$ cat config.mk
export PLATFORM = sky130hd
export DESIGN_NAME = arkhe_handover_scheduler
export DESIGN_NICKNAME = d
export VERILOG_FILES = /design/src/rtl/arkhe_handover_scheduler.sv
export SDC_FILE = /design/constraint.sdc
export NUM_CORES = 2
export LEC_CHECK = 0
export CAP_MARGIN = 30
export CORE_UTILIZATION = 55
export CTS_CLUSTER_SIZE = 10
export DETAILED_ROUTE_END_ITERATION = 8
export PLACE_DENSITY_LB_ADDON = 0.2
export SLEW_MARGIN = 10
export SYNTH_ARGS = -nofsm -noshare
export SYNTH_HDL_FRONTEND = slang
export SYNTH_SLANG_ARGS = --single-unit
$ cat constraint.sdc
create_clock -name clk -period 11.3 [get_ports clk]
set_input_delay 2.26 -clock clk [delete_from_list [all_inputs] [get_ports clk]]
set_output_delay 2.26 -clock clk [all_outputs]
set_load 0.01 [all_outputs]
$ cat src/rtl/arkhe_handover_scheduler.sv
// Handover scheduler: round-robin grant of a source, scale its state by its fidelity, present result.
// Latency: req sampled at edge k -> ack during cycle k+1 -> out_valid from cycle k+2 (issue every >= 3 cycles).
// Backpressure: result held stable while out_valid && !out_ready; new requests ignored until back in IDLE.
// Optional build macro ARKHE_HANDOVER_SATURATE_EN clamps the scaled result to the signed WIDTH range.
module arkhe_handover_scheduler #(
    parameter int                NUM_NODES        = 4,
    parameter int                WIDTH            = 32,
    parameter int                FID_W            = 18,
    parameter logic [FID_W-1:0]  DEFAULT_FIDELITY = 18'h0F000
) (
    input  logic                           clk,
    input  logic                           rst_n,
    input  logic [NUM_NODES-1:0]           req,
    input  logic [NUM_NODES*WIDTH-1:0]     src_state,
    input  logic [NUM_NODES*8-1:0]         src_tgt,
    output logic [NUM_NODES-1:0]           ack,
    input  logic                           cfg_we,
    input  logic [$clog2(NUM_NODES)-1:0]   cfg_addr,
    input  logic [FID_W-1:0]               cfg_fidelity,
    output logic                           out_valid,
    input  logic                           out_ready,
    output logic [3:0]                     out_src,
    output logic [7:0]                     out_tgt,
    output logic [WIDTH-1:0]               out_coupling,
    output logic                           busy
);

    localparam int IDXW = $clog2(NUM_NODES);
    localparam int PW   = WIDTH + FID_W + 1;

    typedef enum logic [1:0] {S_IDLE, S_CALC, S_OUT} state_t;

    state_t                 state_q, state_d;
    logic [IDXW-1:0]        last_grant_q, last_grant_d;
    logic [NUM_NODES-1:0]   ack_q, ack_d;
    logic [WIDTH-1:0]       cap_state_q, cap_state_d;
    logic [FID_W-1:0]       cap_fid_q, cap_fid_d;
    logic                   out_valid_q, out_valid_d;
    logic [3:0]             out_src_q, out_src_d;
    logic [7:0]             out_tgt_q, out_tgt_d;
    logic [WIDTH-1:0]       out_coupling_q, out_coupling_d;
    logic [FID_W-1:0]       fid_q [NUM_NODES];

    logic [WIDTH-1:0]       state_arr [NUM_NODES];
    logic [7:0]             tgt_arr   [NUM_NODES];

    logic                   found;
    logic [IDXW-1:0]        grant_idx;
    logic [IDXW-1:0]        cand_idx;
    logic                   cfg_in_range;

    logic signed [PW-1:0]    prod;
    logic signed [PW-17:0]   hi;
    logic [WIDTH-1:0]        coupling;
    logic                    unused_prod_lo;

    // Unflatten the per-source buses so a granted index selects whole slices.
    for (genvar g = 0; g < NUM_NODES; g++) begin : g_unpack
        assign state_arr[g] = src_state[g*WIDTH +: WIDTH];
        assign tgt_arr[g]   = src_tgt[g*8 +: 8];
    end

    assign cfg_in_range = ({1'b0, cfg_addr} < (IDXW+1)'(NUM_NODES));

    // Round-robin search starting one past the previous grant.
    always_comb begin
        found     = 1'b0;
        grant_idx = last_grant_q;
        cand_idx  = '0;
        for (int i = 1; i <= NUM_NODES; i++) begin
            cand_idx = IDXW'((int'(last_grant_q) + i) % NUM_NODES);
            if (!found && req[cand_idx]) begin
                found     = 1'b1;
                grant_idx = cand_idx;
            end
        end
    end

    // Full-precision signed product; fidelity is unsigned so it gets a zero sign bit.
    always_comb begin
        prod = PW'($signed(cap_state_q)) * PW'($signed({1'b0, cap_fid_q}));
        hi   = $signed(prod[PW-1:16]);
    end

    assign unused_prod_lo = ^prod[15:0];

`ifdef ARKHE_HANDOVER_SATURATE_EN
    localparam logic signed [PW-17:0] SMAX = {{(PW-16-WIDTH+1){1'b0}}, {(WIDTH-1){1'b1}}};
    localparam logic signed [PW-17:0] SMIN = {{(PW-16-WIDTH+1){1'b1}}, {(WIDTH-1){1'b0}}};

    // Clamp the shifted product into the signed WIDTH range.
    always_comb begin
        coupling = hi[WIDTH-1:0];
        if (hi > SMAX) begin
            coupling = {1'b0, {(WIDTH-1){1'b1}}};
        end else if (hi < SMIN) begin
            coupling = {1'b1, {(WIDTH-1){1'b0}}};
        end
    end
`else
    logic unused_prod_hi;

    // Plain wrap: keep the low WIDTH bits of the shifted product.
    always_comb begin
        coupling = hi[WIDTH-1:0];
    end

    assign unused_prod_hi = ^hi[PW-17:WIDTH];
`endif

    // Next-state and registered-output decode for the IDLE/CALC/OUT sequence.
    always_comb begin
        state_d        = state_q;
        last_grant_d   = last_grant_q;
        ack_d          = '0;
        cap_state_d    = cap_state_q;
        cap_fid_d      = cap_fid_q;
        out_valid_d    = out_valid_q;
        out_src_d      = out_src_q;
        out_tgt_d      = out_tgt_q;
        out_coupling_d = out_coupling_q;
        case (state_q)
            S_IDLE: begin
                if (found) begin
                    state_d      = S_CALC;
                    last_grant_d = grant_idx;
                    ack_d        = NUM_NODES'(1) << grant_idx;
                    cap_state_d  = state_arr[grant_idx];
                    cap_fid_d    = fid_q[grant_idx];
                    out_src_d    = 4'(grant_idx);
                    out_tgt_d    = tgt_arr[grant_idx];
                end
            end
            S_CALC: begin
                out_coupling_d = coupling;
                out_valid_d    = 1'b1;
                state_d        = S_OUT;
            end
            S_OUT: begin
                if (out_ready) begin
                    out_valid_d = 1'b0;
                    state_d     = S_IDLE;
                end
            end
            default: state_d = S_IDLE;
        endcase
    end

    // FSM state register.
    always_ff @(posedge clk) begin
        if (!rst_n) state_q <= S_IDLE;
        else        state_q <= state_d;
    end

    // Grant pointer, capture and result registers; reset discards any transaction in flight.
    always_ff @(posedge clk) begin
        if (!rst_n) begin
            last_grant_q   <= IDXW'(NUM_NODES - 1);
            ack_q          <= '0;
            cap_state_q    <= '0;
            cap_fid_q      <= '0;
            out_valid_q    <= 1'b0;
            out_src_q      <= '0;
            out_tgt_q      <= '0;
            out_coupling_q <= '0;
        end else begin
            last_grant_q   <= last_grant_d;
            ack_q          <= ack_d;
            cap_state_q    <= cap_state_d;
            cap_fid_q      <= cap_fid_d;
            out_valid_q    <= out_valid_d;
            out_src_q      <= out_src_d;
            out_tgt_q      <= out_tgt_d;
            out_coupling_q <= out_coupling_d;
        end
    end

    // Fidelity table; writable in any state, capture reads the pre-write value.
    always_ff @(posedge clk) begin
        if (!rst_n) begin
            for (int i = 0; i < NUM_NODES; i++) fid_q[i] <= DEFAULT_FIDELITY;
        end else if (cfg_we && cfg_in_range) begin
            fid_q[cfg_addr] <= cfg_fidelity;
        end
    end

    assign ack          = ack_q;
    assign out_valid    = out_valid_q;
    assign out_src      = out_src_q;
    assign out_tgt      = out_tgt_q;
    assign out_coupling = out_coupling_q;
    assign busy         = (state_q != S_IDLE);

endmodule

==> impl_metrics.ini <==
[power_and_ir_drop]
pwr-share-comb_pct = 64.5
switching_share_pct = 49.6
internal-power_w = 0.00221
ir_worst_vdd_uv = 95.8
leakagePower_nw = 14.8
p_seq_share_pct = 22.0
p_sw_w = 0.00217
clockPowerShare_pct = 13.4
total_power_w = 0.00438
power_density_mw_per_mm2 = 142

[synthesis]
ys_ff_latch = 173
synthesis.area_mm2 = 0.0273
synth_top_flop_cell = dfxtp_1
synthCells = 2885
synth_top_cell_by_area = fa_1
synth_top_area_share_pct = 39.2
synth_area_per_cell_um2 = 9.48
yosysSeqAreaShare_pct = 15.3
synthArstFlopShare_pct = 0
synth_edf_count = 72
ys_warn_count = 0
synth.distinct_cells = 70
synth_area_leaders = fa_1 (39%), and2_1 (9.4%), inv_1 (8.2%)

[sta]
finalCritPeriodShare_pct = 61.2
slew_violations = 0
finalWorstSetupSlack_ns = 4.39
post-route-min-period_ns = 6.91
finalSetupViolCount = 0
clock_skew_ns = 0.0191
worst_pin_slew_ns = 1.05
slew_headroom_pct = 29.8
rsz0062_at_grt = false
tns_ns = 0
fmax_mhz = 145
hold_viol = 0
hold_ws_ns = 0.457

[routing]
firstDrtPassIters = 5
drt-vias-per-instance = 5.57
dr_total_vias = 20533
drtAntennaViolNets = 0
route.detailed.drc = 0
wl_per_cell_um = 20.5
drt_iter0_drc = 1445
wl_um = 75700

[min_path]
hold_path_end = out_tgt[2]$_SDFFE_PN0P_
hold-path-cell-count = 2
min_path_type = register to register
hp-start = out_tgt[2]$_SDFFE_PN0P_

[setup_path]
slowest_stage = fa_1
cpPeakStageDelay_ns = 0.81
critPathLaunch = cap_fid_q[3]$_SDFFE_PN0P_
crit_buf_inv = 6
critical_path.cell_chain = buf_4 -> nand2_1 -> fa_1 -> inv_1 -> fa_1 -> fa_1 -> inv_1 -> fa_1 -> inv_1 -> fa_1 -> inv_1 -> fa_1 -> inv_1 -> ha_1 -> nand2_1 -> or3_1 -> nand2b_1 -> nor3_1 -> o2111ai_1 -> o311ai_1
crit_family = adder cells
worst_setup_path_start_kind = register
crit_type = register to register
reg2reg_from = cap_fid_q[3]$_SDFFE_PN0P_
cp_max_fo = 19
reg2reg_setup_slack_ns = 4.39
r2r_cells = 20
worstSetupEndpointType = register
timing.rr.end = out_coupling[30]$_SDFFE_PN0P_
cpMostUsedCell = fa_1
required_ns = 11.63
arrival_ns = 7.25

[placement]
dpl.hpwl_um = 58800
dp_slack_ns = 4.50
place_congestion = 0.957
portBuffers = 235

[finish]
fill_cells = 4050
syn_to_final_growth_pct = 12.9
final_cell_mix = inv_1 (598), fa_1 (536), and2_1 (412), nand2_1 (378), clkdlybuf4s50_1 (234)
fin_util_pct = 63.1
fin_nets = 3851
layout_commonest_cell = inv_1
drive_gt1_share_pct = 5.52

[cts]
postCtsHoldBufs = 0
cts_resized = 0
tritoncts = built
clock_latency_ns = 0.44
cts_buffers = 17
path_clk_slew_ns = 0.08
post-cts-setup-buffers = 0
htreeDepth = 4
max-clock-path-buffers = 2
clock_sinks = 173
cts.root.buffer_cell = clkbuf_16

[die]
die_h_um = 225
die_w_um = 225
start_util_pct = 55.9
core_mm2 = 0.0490
pin_count = 238
core.rowCount = 81
dieArea_mm2 = 0.0506

[job]
max-cap-violations = 0

[global_routing]
grt_use_total_pct = 31.6
grt_max_degree = 58
antenna_found_initial = 2
grt.overflow.total = 0
grt_pass1_vias = 22619
grt_pass1_wl_um = 122000

[outcome]
outcome = finished, final reports clean
==> worst register-to-register path: stages (launching register included) <==
cell	delay (ns)
dfxtp_1	0.70
buf_4	0.35
nand2_1	0.12
fa_1	0.60
inv_1	0.14
fa_1	0.50
fa_1	0.81
inv_1	0.20
fa_1	0.51
inv_1	0.05
fa_1	0.53
inv_1	0.05
fa_1	0.47
inv_1	0.04
ha_1	0.38
nand2_1	0.13
or3_1	0.41
nand2b_1	0.15
nor3_1	0.33
o2111ai_1	0.19
o311ai_1	0.13
==> per-stage QoR <==
step	cells	instance area (um^2)
2_1_floorplan	2886	27400
3_3_place_gp	3649	30200
3_5_place_dp	3653	30200
4_1_cts	3685	30800
5_1_grt	3689	30900
6_report	3689	30900
==> layout make-up <==
type | count | area [um^2] | share of cell area [%]
multi-input combinational | 1944 | 20300 | 65.7
sequential | 173 | 4190 | 13.6
timing repair buffer | 275 | 2720 | 8.80
tap | 664 | 831 | 2.69
antenna | 1 | 2.50 | 0.00810
clock buffer | 18 | 439 | 1.42
inverter | 600 | 2250 | 7.29
clock inverter | 14 | 143 | 0.462
==> sequential cells by signal (all words and copies together), names as in the netlist <==
signal	flops
cap_fid_q	18
out_coupling	32
fid_q	72
last_grant_q	2
out_valid	1
out_tgt	8
cap_state_q	32
ack	4
out_src	2
state_q	2
==> layer usage <==
layer / GRT usage (%) / part of all wire [%] / up-vias
li1: - / - / 8971
met1: 41.8 / 40 / 10582
met2: 52.6 / 49 / 820
met3: 5.25 / 7.8 / 158
met4: 11.1 / 3.4 / 2
met5: 0 / 0.012 / -
==> synth_stat cells (13+ instances only) <==
library cell,instances
a21o_1,20
a21oi_1,111
and2_1,412
and3_1,21
clkbuf_1,157
dfxtp_1,101
edfxtp_1,72
fa_1,536
ha_1,116
inv_1,599
mux4_2,58
nand2_1,378
nand2b_1,22
nand3_1,28
nor2_1,36
nor3_1,13
o21ai_0,43
xnor2_1,26
==> power by group through the flow <==
| stage | clock (W) | sequential [W] | combinational [W] |
|---|---|---|---|
| detailed placement | 0 | 0.000971 | 0.00279 |
| floorplan | 0 | 0.000834 | 0.00196 |
| global placement | 0 | 0.000964 | 0.00274 |
| global route | 0.000615 | 0.000974 | 0.00316 |
| CTS | 0.000591 | 0.000961 | 0.00282 |
| finish | 0.000588 | 0.000966 | 0.00283 |
==> worst max-delay path by stage <==
stage,endpoint,slack (ns),cells past startpoint
after floorplan,out_coupling[30]$_SDFFE_PN0P_,5.12,21
after global placement,out_coupling[30]$_SDFFE_PN0P_,4.65,20
after detailed placement,out_coupling[30]$_SDFFE_PN0P_,4.50,20
after CTS,out_coupling[30]$_SDFFE_PN0P_,4.45,20
after global routing,out_coupling[30]$_SDFFE_PN0P_,3.97,20
final,out_coupling[30]$_SDFFE_PN0P_,4.39,20
==> kinds of logic after synthesis <==
| kind of cell | after synthesis | share of synthesized area [%] |
|---|---|---|
| AO/OA/AOI/OAI | 245 | 5.67 |
| XOR/XNOR | 34 | 1.09 |
| adder cells (fa/ha/maj) | 652 | 44.5 |
| buffers and inverters | 769 | 10.6 |
| flip-flops | 173 | 15.3 |
| multiplexers | 59 | 4.81 |
| other | 1 | 0.0137 |
| AND/OR/NAND/NOR | 952 | 17.9 |
Power figures use the tool's default switching activity.
